===== src/rtl/jstk_pkg.sv =====
// Shared types and constants for the PmodJSTK polling controller.
package jstk_pkg;

  typedef enum logic [2:0] {
    ST_IDLE,
    ST_REQ,
    ST_XFER,
    ST_SETTLE,
    ST_CAPTURE,
    ST_GAP
  } jstk_state_e;

  // Command byte header; the two LED bits follow it.
  localparam logic [5:0] JSTK_CMD_HDR = 6'b100000;

  // Field positions inside the 40-bit DOUT frame.
  localparam int X_LO_MSB = 39;
  localparam int X_LO_LSB = 32;
  localparam int X_HI_MSB = 25;
  localparam int X_HI_LSB = 24;
  localparam int Y_LO_MSB = 23;
  localparam int Y_LO_LSB = 16;
  localparam int Y_HI_MSB = 9;
  localparam int Y_HI_LSB = 8;
  localparam int BTN_MSB  = 2;
  localparam int BTN_LSB  = 0;

  // Guard interval keeping sndRec low long enough for spiCtrl to re-arm.
  localparam int GAP_CYCLES = 16;
  localparam int TMR_W      = 17;

  function automatic logic [9:0] jstk_x(input logic [39:0] d);
    return {d[X_HI_MSB:X_HI_LSB], d[X_LO_MSB:X_LO_LSB]};
  endfunction

  function automatic logic [9:0] jstk_y(input logic [39:0] d);
    return {d[Y_HI_MSB:Y_HI_LSB], d[Y_LO_MSB:Y_LO_LSB]};
  endfunction

endpackage


===== src/rtl/jstk_poll_ctrl_if.sv =====
// User/PmodJSTK-facing signal bundle of the polling controller.
// slave = the controller, master = its environment (user logic + PmodJSTK).
interface jstk_poll_ctrl_if;
  logic        enable;
  logic        force_poll;
  logic [1:0]  led;
  logic        jstk_sndRec;
  logic [39:0] jstk_DIN;
  logic        jstk_SS;
  logic [39:0] jstk_DOUT;
  logic [9:0]  x_pos;
  logic [9:0]  y_pos;
  logic [2:0]  btn;
  logic        sample_valid;
  logic        busy;
  logic        timeout_err;

  modport slave (
    input  enable, force_poll, led, jstk_SS, jstk_DOUT,
    output jstk_sndRec, jstk_DIN, x_pos, y_pos, btn,
           sample_valid, busy, timeout_err
  );

  modport master (
    output enable, force_poll, led, jstk_SS, jstk_DOUT,
    input  jstk_sndRec, jstk_DIN, x_pos, y_pos, btn,
           sample_valid, busy, timeout_err
  );
endinterface


===== src/rtl/jstk_sync2.sv =====
// Two-flop synchronizer for the slow-domain SS line.
module jstk_sync2 #(
  parameter logic RST_VAL = 1'b1
) (
  input  logic i_clk,
  input  logic i_rst,
  input  logic i_d,
  output logic o_q
);
  logic r_meta;
  logic r_q;

  // Shift the async input through two stages; reset to the idle level.
  always_ff @(posedge i_clk) begin
    if (i_rst) begin
      r_meta <= RST_VAL;
      r_q    <= RST_VAL;
    end else begin
      r_meta <= i_d;
      r_q    <= r_meta;
    end
  end

  assign o_q = r_q;
endmodule


===== src/rtl/jstk_poll_ctrl.sv =====
// Periodic / on-demand poll scheduler for the PmodJSTK SPI master.
// Issues sndRec, tracks the transfer via synchronized SS, unpacks DOUT.
module jstk_poll_ctrl
  import jstk_pkg::*;
#(
  parameter int POLL_CYCLES   = 1_000_000,
  parameter int START_TIMEOUT = 4096,
  parameter int DONE_TIMEOUT  = 65536,
  parameter int SETTLE_CYCLES = 4
) (
  input logic            CLK,
  input logic            RST,
  jstk_poll_ctrl_if.slave bus
);
  localparam int PC_W = $clog2(POLL_CYCLES);

  jstk_state_e       r_state;
  logic [TMR_W-1:0]  r_timer;
  logic [PC_W-1:0]   r_poll_cnt;
  logic              r_poll_pend;
  logic              r_sndrec;
  logic [1:0]        r_led_q;
  logic [9:0]        r_x;
  logic [9:0]        r_y;
  logic [2:0]        r_btn;
  logic              r_valid;
  logic              r_busy;
  logic              r_tmo;

  logic              w_ss_s;
  logic              w_wrap;
  logic              w_req_entry;
  logic              w_unused_dout;

  jstk_sync2 #(.RST_VAL(1'b1)) u_ss_sync (
    .i_clk (CLK),
    .i_rst (RST),
    .i_d   (bus.jstk_SS),
    .o_q   (w_ss_s)
  );

  assign w_wrap      = bus.enable && (r_poll_cnt == PC_W'(POLL_CYCLES - 1));
  assign w_req_entry = (r_state == ST_IDLE) && r_poll_pend;

  // Free-running poll interval counter, parked at zero while disabled.
  always_ff @(posedge CLK) begin
    if (RST || !bus.enable || w_wrap) r_poll_cnt <= '0;
    else                              r_poll_cnt <= r_poll_cnt + 1'b1;
  end

  // Pending-poll flag: requests arriving while busy merge into one; a new
  // request in the same cycle as REQ entry is kept rather than lost.
  always_ff @(posedge CLK) begin
    if (RST) r_poll_pend <= 1'b0;
    else     r_poll_pend <= (r_poll_pend && !w_req_entry) || bus.force_poll || w_wrap;
  end

  // Transfer sequencer; all outputs registered, timer restarts on every entry.
  always_ff @(posedge CLK) begin
    if (RST) begin
      r_state  <= ST_IDLE;
      r_timer  <= '0;
      r_sndrec <= 1'b0;
      r_led_q  <= 2'b00;
      r_x      <= '0;
      r_y      <= '0;
      r_btn    <= '0;
      r_valid  <= 1'b0;
      r_busy   <= 1'b0;
      r_tmo    <= 1'b0;
    end else begin
      r_valid <= 1'b0;
      r_timer <= r_timer + 1'b1;
      case (r_state)
        ST_IDLE: begin
          r_timer <= '0;
          if (r_poll_pend) begin
            r_state  <= ST_REQ;
            r_sndrec <= 1'b1;
            r_led_q  <= bus.led;
            r_busy   <= 1'b1;
          end
        end
        ST_REQ: begin
          if (!w_ss_s) begin
            r_state  <= ST_XFER;
            r_timer  <= '0;
            r_sndrec <= 1'b0;
          end else if (r_timer == TMR_W'(START_TIMEOUT - 1)) begin
            r_state  <= ST_GAP;
            r_timer  <= '0;
            r_sndrec <= 1'b0;
            r_tmo    <= 1'b1;
          end
        end
        ST_XFER: begin
          if (w_ss_s) begin
            r_state <= ST_SETTLE;
            r_timer <= '0;
          end else if (r_timer == TMR_W'(DONE_TIMEOUT - 1)) begin
            r_state <= ST_GAP;
            r_timer <= '0;
            r_tmo   <= 1'b1;
          end
        end
        ST_SETTLE: begin
          if (r_timer == TMR_W'(SETTLE_CYCLES - 1)) begin
            r_state <= ST_CAPTURE;
            r_timer <= '0;
          end
        end
        ST_CAPTURE: begin
          r_x     <= jstk_x(bus.jstk_DOUT);
          r_y     <= jstk_y(bus.jstk_DOUT);
          r_btn   <= bus.jstk_DOUT[BTN_MSB:BTN_LSB];
          r_valid <= 1'b1;
          r_tmo   <= 1'b0;
          r_state <= ST_GAP;
          r_timer <= '0;
        end
        ST_GAP: begin
          if (r_timer == TMR_W'(GAP_CYCLES - 1)) begin
            r_state <= ST_IDLE;
            r_timer <= '0;
            r_busy  <= 1'b0;
          end
        end
        default: begin
          r_state  <= ST_IDLE;
          r_timer  <= '0;
          r_sndrec <= 1'b0;
          r_busy   <= 1'b0;
        end
      endcase
    end
  end

  // DOUT bits outside the decoded fields carry no information we use.
  assign w_unused_dout = ^{bus.jstk_DOUT[31:26], bus.jstk_DOUT[15:10], bus.jstk_DOUT[7:3]};

  assign bus.jstk_sndRec  = r_sndrec;
  assign bus.jstk_DIN     = {JSTK_CMD_HDR, r_led_q, 32'h0};
  assign bus.x_pos        = r_x;
  assign bus.y_pos        = r_y;
  assign bus.btn          = r_btn;
  assign bus.sample_valid = r_valid;
  assign bus.busy         = r_busy;
  assign bus.timeout_err  = r_tmo;
endmodule


===== src/flat_wrapper.sv =====
// flat-port wrapper written by rule: the top's interface ports become plain ports
module jstk_poll_ctrl_flat import jstk_pkg::*;
#(
  parameter int POLL_CYCLES   = 1_000_000,
  parameter int START_TIMEOUT = 4096,
  parameter int DONE_TIMEOUT  = 65536,
  parameter int SETTLE_CYCLES = 4
)
  (CLK, RST, bus_enable, bus_force_poll, bus_led, bus_jstk_SS, bus_jstk_DOUT, bus_jstk_sndRec, bus_jstk_DIN, bus_x_pos, bus_y_pos, bus_btn, bus_sample_valid, bus_busy, bus_timeout_err);
  jstk_poll_ctrl_if bus_i ();
  input logic CLK;
  input logic RST;
  input wire logic [$bits(bus_i.enable)-1:0] bus_enable;
  input wire logic [$bits(bus_i.force_poll)-1:0] bus_force_poll;
  input wire logic [$bits(bus_i.led)-1:0] bus_led;
  input wire logic [$bits(bus_i.jstk_SS)-1:0] bus_jstk_SS;
  input wire logic [$bits(bus_i.jstk_DOUT)-1:0] bus_jstk_DOUT;
  output wire logic [$bits(bus_i.jstk_sndRec)-1:0] bus_jstk_sndRec;
  output wire logic [$bits(bus_i.jstk_DIN)-1:0] bus_jstk_DIN;
  output wire logic [$bits(bus_i.x_pos)-1:0] bus_x_pos;
  output wire logic [$bits(bus_i.y_pos)-1:0] bus_y_pos;
  output wire logic [$bits(bus_i.btn)-1:0] bus_btn;
  output wire logic [$bits(bus_i.sample_valid)-1:0] bus_sample_valid;
  output wire logic [$bits(bus_i.busy)-1:0] bus_busy;
  output wire logic [$bits(bus_i.timeout_err)-1:0] bus_timeout_err;
  assign bus_i.enable = bus_enable;
  assign bus_i.force_poll = bus_force_poll;
  assign bus_i.led = bus_led;
  assign bus_i.jstk_SS = bus_jstk_SS;
  assign bus_i.jstk_DOUT = bus_jstk_DOUT;
  assign bus_jstk_sndRec = bus_i.jstk_sndRec;
  assign bus_jstk_DIN = bus_i.jstk_DIN;
  assign bus_x_pos = bus_i.x_pos;
  assign bus_y_pos = bus_i.y_pos;
  assign bus_btn = bus_i.btn;
  assign bus_sample_valid = bus_i.sample_valid;
  assign bus_busy = bus_i.busy;
  assign bus_timeout_err = bus_i.timeout_err;
  jstk_poll_ctrl #(.POLL_CYCLES(POLL_CYCLES), .START_TIMEOUT(START_TIMEOUT), .DONE_TIMEOUT(DONE_TIMEOUT), .SETTLE_CYCLES(SETTLE_CYCLES)) u_core (.CLK(CLK), .RST(RST), .bus(bus_i));
endmodule

===== config.mk =====
export PLATFORM = sky130hd
export DESIGN_NAME = jstk_poll_ctrl_flat
export DESIGN_NICKNAME = d
export VERILOG_FILES = /design/src/rtl/jstk_pkg.sv /design/src/rtl/jstk_poll_ctrl_if.sv /design/src/rtl/jstk_sync2.sv /design/src/rtl/jstk_poll_ctrl.sv /design/src/flat_wrapper.sv
export SDC_FILE = /design/constraint.sdc
export NUM_CORES = 1
export LEC_CHECK = 0
export ABC_AREA = 1
export ABC_CLOCK_PERIOD_IN_PS = 2200
export BUFFER_PORTS_ARGS = -buffer_cell sky130_fd_sc_hd__buf_2
export CAP_MARGIN = 20
export CORE_ASPECT_RATIO = 2
export CORE_MARGIN = 3
export CORE_UTILIZATION = 30
export DETAILED_ROUTE_END_ITERATION = 16
export PLACE_DENSITY = 0.64
export SYNTH_ARGS = -nofsm -noshare
export SYNTH_HDL_FRONTEND = slang
export SYNTH_SLANG_ARGS = --single-unit

===== constraint.sdc =====
create_clock -name CLK -period 2.2 [get_ports CLK]
set_clock_uncertainty 0.15 [all_clocks]
set_input_delay 0.33 -clock CLK [delete_from_list [all_inputs] [get_ports CLK]]
set_output_delay 0.33 -clock CLK [all_outputs]
set_load 0.01 [all_outputs]

==> metrics <==
die width=83.9 µm; worst r2r src=u_core.r_timer[0]; Worst Hold Class=primary input to flop; Slew @ Worst Pin=0.582 ns; worst-path cell chain=ha_4 -> nand2_4 -> nor2_4 -> nand2_4 -> nor2_8 -> nand4_1 -> nor2_2 -> ha_2 -> inv_2 -> nand2_4 -> nand2_1 -> inv_1 -> nand2_1 -> nor2_1 -> nand2_1 -> nand2_1 -> inv_1; number of global-route vias before repair=3254; worst path arrival time=2.18 ns; Pwr per Cell Area=939 nW/µm²; max_cap viols=0; Hold WS=0.0330 ns; Crit Path Class=flop to flop; Critical path buffers and inverters=3; CTS clk-pin slew, worst paths=0.06 ns; n_diodes=0; Die Ht=162 µm; max-slew violation count=0; capturing element type of the critical path=flop; peak fanout along the critical path=3; count of clock tree sinks=72; Post-Route WL=8470 µm; Design Area, Final=4380 µm²; leading area contributor after synthesis=dfxtp_1; final hold violation count=0; flop2flop setup slack=0.10 ns; Slew HR=61.2%; Distinct cells, synth=34; Slowest cell on crit path=dfxtp_2; fin nets=630; Final Cycle Share=95.3%; ys flop type=dfxtp_1; FFs w/ async S/R, synth=0%; first-pass detailed-route iteration total=4; Seq/Total Area, Yosys=39.6%; most used cell, CP=nand2_1; HPWL after DPL=6560 µm; GRT busiest layer=met2; YS warnings=0; clock latency on the worst-skew pair=0.33 ns; CTS buffer count=9; routed via count=3241; layout cell share with drive strength beyond 1=22.6%; CTS tree=built; ANT nets after route=0; RSZ-0062 raised after global routing=yes; Max Fclk=477 MHz; Routability Congestion=0.929; grt ovf=0; top cell type's share of synthesized area=39.6%; Detailed Route Iter0 Violations=114; antenna violations before repair=0; DRC=0; Port Buffers=58; cell row count=56; crit path time final=2.10 ns; highest cell delay on the worst timing path=0.35 ns; first-pass GRT wire length=14000 µm; delay-heaviest family, CP=simple AND/OR/NAND/NOR gates; largest cells by area after synthesis=dfxtp_1 40%, nor2_1 11%, buf_4 8.0%; met2 Resource Use GR=24.5%; EDFF count, synth=0; crit path from=u_core.r_timer[0]; Total Die Area=13600 µm²; CTS root buf=clkbuf_16; Layout area overhead=20.3%; pin count of the biggest net entering global routing=27; Mapped Avg Cell Area=7.23 µm²; worst reg2reg path depth=17; Max clock buf depth=2; leakage=2.05 nW; wire per inst=11.6 µm; # IOs=114; CP Capture Point=u_core.r_state[2]; Worst VDD drop=0.604 mV; Worst EP required=2.28 ns; Seq cells post-synth=72; area of the mapped netlist=3640 µm²; H-tree Lvls=3; Total GRT Usage=12.7%; crit start category=flop; Finish-stage setup viols=0; core footprint=11800 µm²; routing usage on met3=2.94%; Cells after Synth=504; vias per inst=4.45; placed cell areas=4020 µm²; initial core utilization=30.9%; Levels on crit path=17; met1 GRT Util=11.5%; outcome=completed; total power=0.00411 W; Reg-to-Reg End=u_core.r_state[2]
through the flow:
step,cells,utilization [%],worst slack (ns),TNS (ns)
2_1_floorplan,540,-,0.0623,0
3_3_place_gp,710,34.2,-0.00495,-0.00495
3_5_place_dp,710,34.2,-0.0373,-0.0742
4_1_cts,728,37.0,0.0351,0
5_1_grt,729,37.2,-0.0150,-0.0150
6_report,729,37.2,0.104,0
worst register-to-register path, delay by kind of cell, from the launching register on:
family | cells | cell delay (ns)
and+or+nand+nor | 12 | 1.00
DFF | 1 | 0.35
adders and majority gates | 2 | 0.35
buffers and inverters | 3 | 0.15
where the power goes:
| part | switching (W) | leakage, nW | internal, W | total, W |
|---|---|---|---|---|
| sequential | 0.000119 | 0.587 | 0.00152 | 0.00164 |
| combinational | 0.000706 | 1.32 | 0.000382 | 0.00109 |
| clock | 0.000599 | 0.137 | 0.000782 | 0.00138 |
how the worst min path moves through the flow:
stage,from,end,cells after the start
after floorplan,u_core.u_ss_sync.r_meta,u_core.u_ss_sync.o_q,1
after global placement,u_core.u_ss_sync.r_meta,u_core.u_ss_sync.o_q,1
after detailed placement,u_core.u_ss_sync.r_meta,u_core.u_ss_sync.o_q,1
after CTS,bus_jstk_SS,u_core.u_ss_sync.r_meta,2
after global routing,bus_jstk_SS,u_core.u_ss_sync.r_meta,2
final,bus_jstk_SS,u_core.u_ss_sync.r_meta,2
cell families after synthesis:
| group | after synthesis | synth area share, % |
|---|---|---|
| simple gates | 264 | 33.8 |
| buf+inv | 100 | 14.8 |
| flops | 72 | 39.6 |
| compound gates | 47 | 6.56 |
| xor+xnor | 15 | 3.61 |
| fa+ha+maj | 4 | 1.37 |
| other cells | 2 | 0.206 |
layout make-up:
cell class | count | area (µm²)
Clock buffer | 9 | 225
Inverter | 50 | 188
Timing Repair Buffer | 78 | 440
Multi-Input combinational cell | 368 | 1840
Sequential cell | 72 | 1450
Fill cell | 1256 | 7390
Tap cell | 145 | 181
Clock inverter | 7 | 60.1
layout by cell type, fill, tap and decap left out, types with 3 or more instances in the layout:
cell and n:
o21ai_0 29, or2_2 3, xor2_1 11, a21oi_1 15, xnor2_1 4, nand4_1 12, nor2_2 13, clkbuf_16 9
inv_1 47, dfxtp_2 4, nand2_1 64, nor3_1 16, conb_1 38, dfxtp_1 68, nand2_4 5, nor2_1 105
buf_4 20, nor2_4 3, nand3_1 30, buf_2 58, inv_6 4
cell usage after synthesis, drive strengths merged (4+ instances only):
| cell type | number |
|---|---|
| a21oi | 15 |
| buf | 43 |
| clkbuf | 7 |
| dfxtp | 72 |
| ha | 4 |
| inv | 49 |
| nand2 | 72 |
| nand3 | 30 |
| nand4 | 13 |
| nor2 | 122 |
| nor3 | 17 |
| o21ai | 29 |
| xnor2 | 4 |
| xor2 | 11 |
state kept, by name (all words and copies together), names as in the netlist, 2 cells and up:
signal / cells
u_core.r_state: 3
u_core.bus.x_pos: 10
u_core.r_led_q: 2
u_core.bus.y_pos: 10
u_core.r_poll_cnt: 20
u_core.r_timer: 17
u_core.bus.btn: 3
metal layers:
layer	up-vias	part of all wire, %
met4	0	4.3
met1	1456	37
met2	78	55
li1	1681	-
met5	-	0
met3	26	3.8
what timing repair did:
action                                  CTS  global route
endpoints found under the setup margin    6            16
hold buffers                              0             0
setup buffers                             2             1
endpoints found under the hold margin     0             0
pin swaps                                 6             4
gates resized for setup                  10             4
(Power assumes the default switching activity.)
